<file path="config.mk">
export PLATFORM = sky130hd
export DESIGN_NAME = mul12
export DESIGN_NICKNAME = d
export VERILOG_FILES = /design/src/rtl/mul12_pkg.sv /design/src/rtl/mul12_csa.sv /design/src/rtl/mul12.sv
export SDC_FILE = /design/constraint.sdc
export NUM_CORES = 1
export LEC_CHECK = 0
export BUFFER_PORTS_ARGS = -buffer_cell sky130_fd_sc_hd__buf_4
export CAP_MARGIN = 20
export CORE_MARGIN = 10
export CORE_UTILIZATION = 57
export CTS_CLUSTER_SIZE = 14
export DETAILED_ROUTE_END_ITERATION = 16
export PLACE_DENSITY_LB_ADDON = 0.05
export SLEW_MARGIN = 20
export SYNTH_ARGS = -nofsm -noshare
export SYNTH_HDL_FRONTEND = slang
export SYNTH_HIERARCHICAL = 1
export SYNTH_SLANG_ARGS = --single-unit
</file>
<file path="constraint.sdc">
create_clock -name clk -period 11.1 [get_ports clk]
set_clock_uncertainty 0.1 [all_clocks]
set_input_delay 2.22 -clock clk [delete_from_list [all_inputs] [get_ports clk]]
set_output_delay 2.22 -clock clk [all_outputs]
set_load 0.05 [all_outputs]
</file>
<file path="src/rtl/mul12_pkg.sv">
// Shared constants for the 12-bit structural multiplier slice.
// PW is the full product width, so carry-save intermediates never lose a carry.
package mul12_pkg;

  localparam int W  = 12;
  localparam int PW = 2 * W;

endpackage

</file>
<file path="src/rtl/mul12_csa.sv">
// Bitwise 3:2 carry-save compressor: three addends in, sum and carry vectors out.
// The carry vector is pre-shifted by one, so the block is self-contained.
module mul12_csa
  import mul12_pkg::*;
#(
  parameter int N = PW
) (
  input  logic [N-1:0] a_i,
  input  logic [N-1:0] b_i,
  input  logic [N-1:0] c_i,
  output logic [N-1:0] sum_o,
  output logic [N-1:0] carry_o
);

  logic [N-1:0] majority;

  assign sum_o    = a_i ^ b_i ^ c_i;
  assign majority = (a_i & b_i) | (a_i & c_i) | (b_i & c_i);

  // The product fits in N bits, so dropping the top carry leaves the result unchanged.
  assign carry_o  = {majority[N-2:0], 1'b0};

endmodule

</file>
<file path="src/rtl/mul12.sv">
// Unsigned W x W array multiplier with a combinational product and a registered copy.
// Partial products pass through a carry-save chain, and one final add resolves them.
module mul12
  import mul12_pkg::*;
#(
  parameter int W = mul12_pkg::W
) (
  input  logic             clk,
  input  logic             rst_n,
  input  logic [W-1:0]     input0,
  input  logic [W-1:0]     input1,
  output logic [2*W-1:0]   output0,
  output logic [2*W-1:0]   output0_q,
  output logic             valid_q
);

  localparam int PWL = 2 * W;

  logic [PWL-1:0] pp   [W];
  logic [PWL-1:0] sumV [W-1];
  logic [PWL-1:0] carV [W-1];
  logic [PWL-1:0] output0_d;
  logic           valid_d;

  // Row i is input0 shifted by i, and it is forced to zero when multiplier bit i is clear.
  for (genvar i = 0; i < W; i++) begin : g_pp
    assign pp[i] = input1[i] ? ({{W{1'b0}}, input0} << i) : '0;
  end

  assign sumV[0] = pp[0];
  assign carV[0] = pp[1];

  for (genvar k = 0; k < W - 2; k++) begin : g_csa
    mul12_csa #(.N(PWL)) u_csa (
      .a_i     (sumV[k]),
      .b_i     (carV[k]),
      .c_i     (pp[k+2]),
      .sum_o   (sumV[k+1]),
      .carry_o (carV[k+1])
    );
  end

  assign output0   = sumV[W-2] + carV[W-2];
  assign output0_d = output0;
  assign valid_d   = 1'b1;

  always_ff @(posedge clk or negedge rst_n) begin
    if (!rst_n) begin
      output0_q <= '0;
      valid_q   <= 1'b0;
    end else begin
      output0_q <= output0_d;
      valid_q   <= valid_d;
    end
  end

endmodule

</file>
# --- Word-level counts from Yosys, hierarchy flattened ---
# Cells that the tools add are included.
word_totals:
  register_bits: 25
  out_inout_bits: 49
op_classes:
  add_sub_neg: 1
  n_mux: 12
  bitwise_logic: 70
ops:
  columns: ["op", "count"]
  rows:
  - ["$or 23x23->23", 19]
  - ["$and 23x23->23", 11]
  - ["$xor 24x24->24", 8]
  - ["$and 23x15->23", 2]
  - ["$and 23x16->23", 2]
  - ["$and 23x17->23", 2]
  - ["$and 23x18->23", 2]
  - ["$and 23x19->23", 2]
  - ["$and 23x20->23", 2]
  - ["$and 23x21->23", 2]
  - ["$and 23x22->23", 2]
  - ["$add 24x24->24", 1]
  - ["$xor 14x24->24", 1]
  - ["$xor 24x15->24", 1]
  - ["$xor 24x16->24", 1]
  - ["$xor 24x17->24", 1]
  - ["$xor 24x18->24", 1]
  - ["$xor 24x19->24", 1]
  - ["$xor 24x20->24", 1]
  - ["$xor 24x21->24", 1]
  - ["$xor 24x22->24", 1]
  - ["$xor 24x23->24", 1]
  - ["$mux 23", 1]
  - ["$or 23x14->23", 1]
  - ["16 further kinds", 16]

# --- Longest topological paths before layout ---
logic_depth:
  ltp_word: 32
  mapped_depth: 20

# --- Cells and area by module ---
# The synthesis kept the hierarchy.
modules_own_cells:
  columns: ["module", "n_inst", "cells_per_inst", "area_each_um2"]
  rows:
  - ["mul12_csa", 10, 26, 495.5]
  - ["mul12", 1, 351, 2816.5]

# --- Worst setup path after synthesis ---
# OpenSTA, ideal clock, no wires.
synth_path:
  kind: "input to output"
  from: "in input1[1]"
  to: "out output0[19]"
  arrival_ns: 9.649
  t_required_ns: 8.780
  setup_slack_ns: -0.869
  stages: 20
  cell_sequence: "clkbuf_1 -> and2_1 -> fa_1 -> fa_1 -> fa_1 -> fa_1 -> fa_1 -> fa_1 -> fa_1 -> fa_1 -> fa_1 -> fa_1 -> ha_1 -> buf_2 -> a21oi_1 -> o21ai_1 -> and3b_1 -> a21oi_1 -> a21oi_1 -> xnor2_1"
synth_rtl:
  columns: ["item", "line", "rtl"]
  rows:
  - ["start, declared", "mul12.sv:11", "input logic [W-1:0] input1,"]
  - ["end, declared", "mul12.sv:12", "output logic [2*W-1:0] output0,"]

==> key figures <==
Critical path
  • Setup crit end: output0[15]
  • Worst Path Required: around 9 ns
  • Crit path kind: in2out
  • Crit-path cells: buf_8, and2_4, fa_1, fa_1, fa_1, fa_2, fa_1, fa_1, fa_1, fa_1, fa_1, fa_1, ha_4, a21oi_4, o21ai_2, and3b_2, a21oi_4, buf_6, xor2_4, buf_8
  • CP Max Fanout: 4
  • Crit path from: input0[11]
  • Critical Path Sink Type: output pin
  • Slowest stage cell, crit path: fa_2
  • Type of origin of the critical path: input pin
  • Worst EP arrival: approximately 9 ns
  • Worst Path Buf+Inv: 3
  • WP depth: 20
  • Critical Path Max Stage Delay: ~0.59 ns
  • Most frequent CP cell: fa_1
  • CP delay by family, top: adder cells

Logic synthesis
  • Ys Warns: 6
  • Synthesized area: a little under 8000 um2
  • Ys flop type: dfrtp_1
  • Fraction of registers with async set/reset: 100%
  • Register area share after synthesis: roughly 8.1%
  • Cells after Synth: between 600 and 700
  • Area share of the largest cell type after synthesis: 59.5%
  • Post-synth EDFFs: 0
  • Dominant cell type by area after synthesis: fa_1
  • Avg Cell Area, Syn: ~13 um2
  • Netlist cell types: 48
  • FF+latch count, synth: 25
  • Area contributors post-synth: fa_1 60%, and2_1 12%, dfrtp_1 8.1%, ha_1 3.7%, xor3_1 3.1%

Routing
  • Final ANT Viol Nets: 0
  • Vias after detailed routing: about 5000
  • Average wire per standard cell: between 10 and 15 um
  • 1st-iter DRT viols: 96
  • Drt via density: 4.91
  • DRC: 0
  • Final WL: between 15 and 20 mm
  • First-pass iteration count of the detailed router: 4

STA
  • Final Max Slew Viols: 0
  • Tmin final: ~11 ns
  • Fmax: approximately 90 MHz
  • Post-route setup slack: -0.111 ns
  • Hold Fails Final Rpt: 0
  • Final setup viols: 6
  • RSZ-0062 raised after global routing: true
  • Final worst path period share: 101%

Placed design
  • RD Place Congestion: 0.813
  • PortBufs: 74
  • Cells after DPL: ~1000
  • Detail Placement HPWL: 13.6 mm

Global routing
  • Overflow after GRT: 0
  • Initial antenna violation count: 0
  • Number of global-route vias before repair: around 6000
  • Largest net degree at the start of global routing: 26
  • First-pass GRT wire length: roughly 27 mm
  • Gr usage total: roughly 17%

Die
  • I/O pins: 75
  • Die area: 18700 um2
  • Die Wd: 137 um
  • Initial Util: about 58%
  • Row count: 42
  • Height of the die: around 140 um
  • Core footprint: between 10000 and 15000 um2

Finish
  • # diodes: 0
  • Area delta synth->final: 28.2%
  • Layout Nets: 1122
  • Proportion of layout cells with a drive suffix above 1: between 20% and 30%
  • Non-Filler Instances: 1017

CTS
  • CTS Hold Bufs: 0
  • TritonCTS clock tree: built
  • Max clock buf depth: 2
  • Clk root buf: clkbuf_16
  • H-tree Lvls: 1
  • Reg clk slew, reported paths: 0.06 ns
  • Inserted Clock Buffers: 3
  • Clock Sinks: 25

Run status
  • Failing checks: setup timing
  • Status: complete, but fails checks

Hold path
  • Worst Hold Class: in2async

Run
  • Max-cap violations: 0
worst min path at each step:
stage / from / to
floorplan: rst_n / output0_q[0]
global placement: rst_n / output0_q[22]
detailed placement: rst_n / output0_q[21]
CTS: rst_n / output0_q[21]
global route: rst_n / output0_q[21]
finish: rst_n / output0_q[21]
state kept, by name, summed over array words and instances (netlist names):
name and flops:
output0_q 24, valid_q 1
metal layers:
metal / share of wire (%) / GRT usage (%) / vias up / wire length, um
li1: - / - / 2230 / -
met1: 36 / 19.7 / 2709 / 5350
met2: 61 / 35.1 / 46 / 9180
met3: 2.7 / 1.47 / 8 / 411
met4: 0.68 / 2.37 / 0 / 102
met5: 0 / 0 / - / 0
layout by cell type (no fill, tap or decap), types with 6 or more instances in the layout:
cell	Yosys	layout
nor2_1	10	7
fa_2	0	30
conb_1	12	155
dfrtp_1	25	25
nand2_1	9	8
a21oi_1	15	8
fa_1	231	201
buf_4	10	101
xor3_1	10	10
xnor2_1	12	6
ha_1	23	16
and2_4	0	6
inv_1	7	7
buf_6	0	10
and2_1	148	142
ha_4	0	7
cell type report:
class / instances / area (um2)
clock buffer: 3 / 75.1
clock inverter: 1 / 5.00
fill: 968 / 3330
inverter: 7 / 26.3
multi-input combinational: 685 / 7980
sequential: 25 / 626
tap: 176 / 220
timing repair buffer: 120 / 1040
logic make-up after synthesis:
logic type	after synthesis	synth area share, %
adders and majority gates	254	63.2
other	12	0.580
DFF	25	8.05
buffers and inverters	44	2.66
and+or+nand+nor	187	14.4
xor gates and xnor gates	31	5.43
AOI/OAI and AO/OA	58	5.67
repair_timing:
item / in CTS / in global routing
endpoints found under the hold margin: 0 / 0
resized for setup: 53 / 14
cloned: 1 / 0
setup endpoints to repair: 10 / 14
pin swaps: 45 / 21
buffers inserted: 6 / 1
Yosys cell counts, types with 3 or more instances:
| cell type | number |
|---|---|
| a21o_1 | 3 |
| a21oi_1 | 15 |
| a31oi_1 | 3 |
| and2_1 | 148 |
| and3_1 | 3 |
| buf_2 | 3 |
| buf_4 | 10 |
| clkbuf_1 | 24 |
| conb_1 | 12 |
| dfrtp_1 | 25 |
| fa_1 | 231 |
| ha_1 | 23 |
| inv_1 | 7 |
| nand2_1 | 9 |
| nand2b_1 | 3 |
| nand3_1 | 5 |
| nor2_1 | 10 |
| o21ai_0 | 6 |
| o21ai_1 | 4 |
| o22ai_1 | 3 |
| xnor2_1 | 12 |
| xor2_1 | 9 |
| xor3_1 | 10 |
stage by stage:
| step | TNS [ns] | setup slack, ns | utilization, % | hold WS, ns | area, um2 |
|---|---|---|---|---|---|
| floorplan | -0.00806 | -0.00806 | - | 1.82 | 8680 |
| global placement | -1.02 | -0.179 | 71.7 | 2.03 | 9530 |
| detailed placement | -2.10 | -0.348 | 71.7 | 2.04 | 9530 |
| CTS | -0.351 | -0.0964 | 74.5 | 1.76 | 9910 |
| global route | -1.66 | -0.256 | 75.0 | 1.77 | 9970 |
| finish | -0.368 | -0.111 | 75.0 | 1.75 | 9970 |
Power is left out: the tool's default activity adds up to more than one toggle a clock period on the data nets, which glitch-free logic cannot reach.
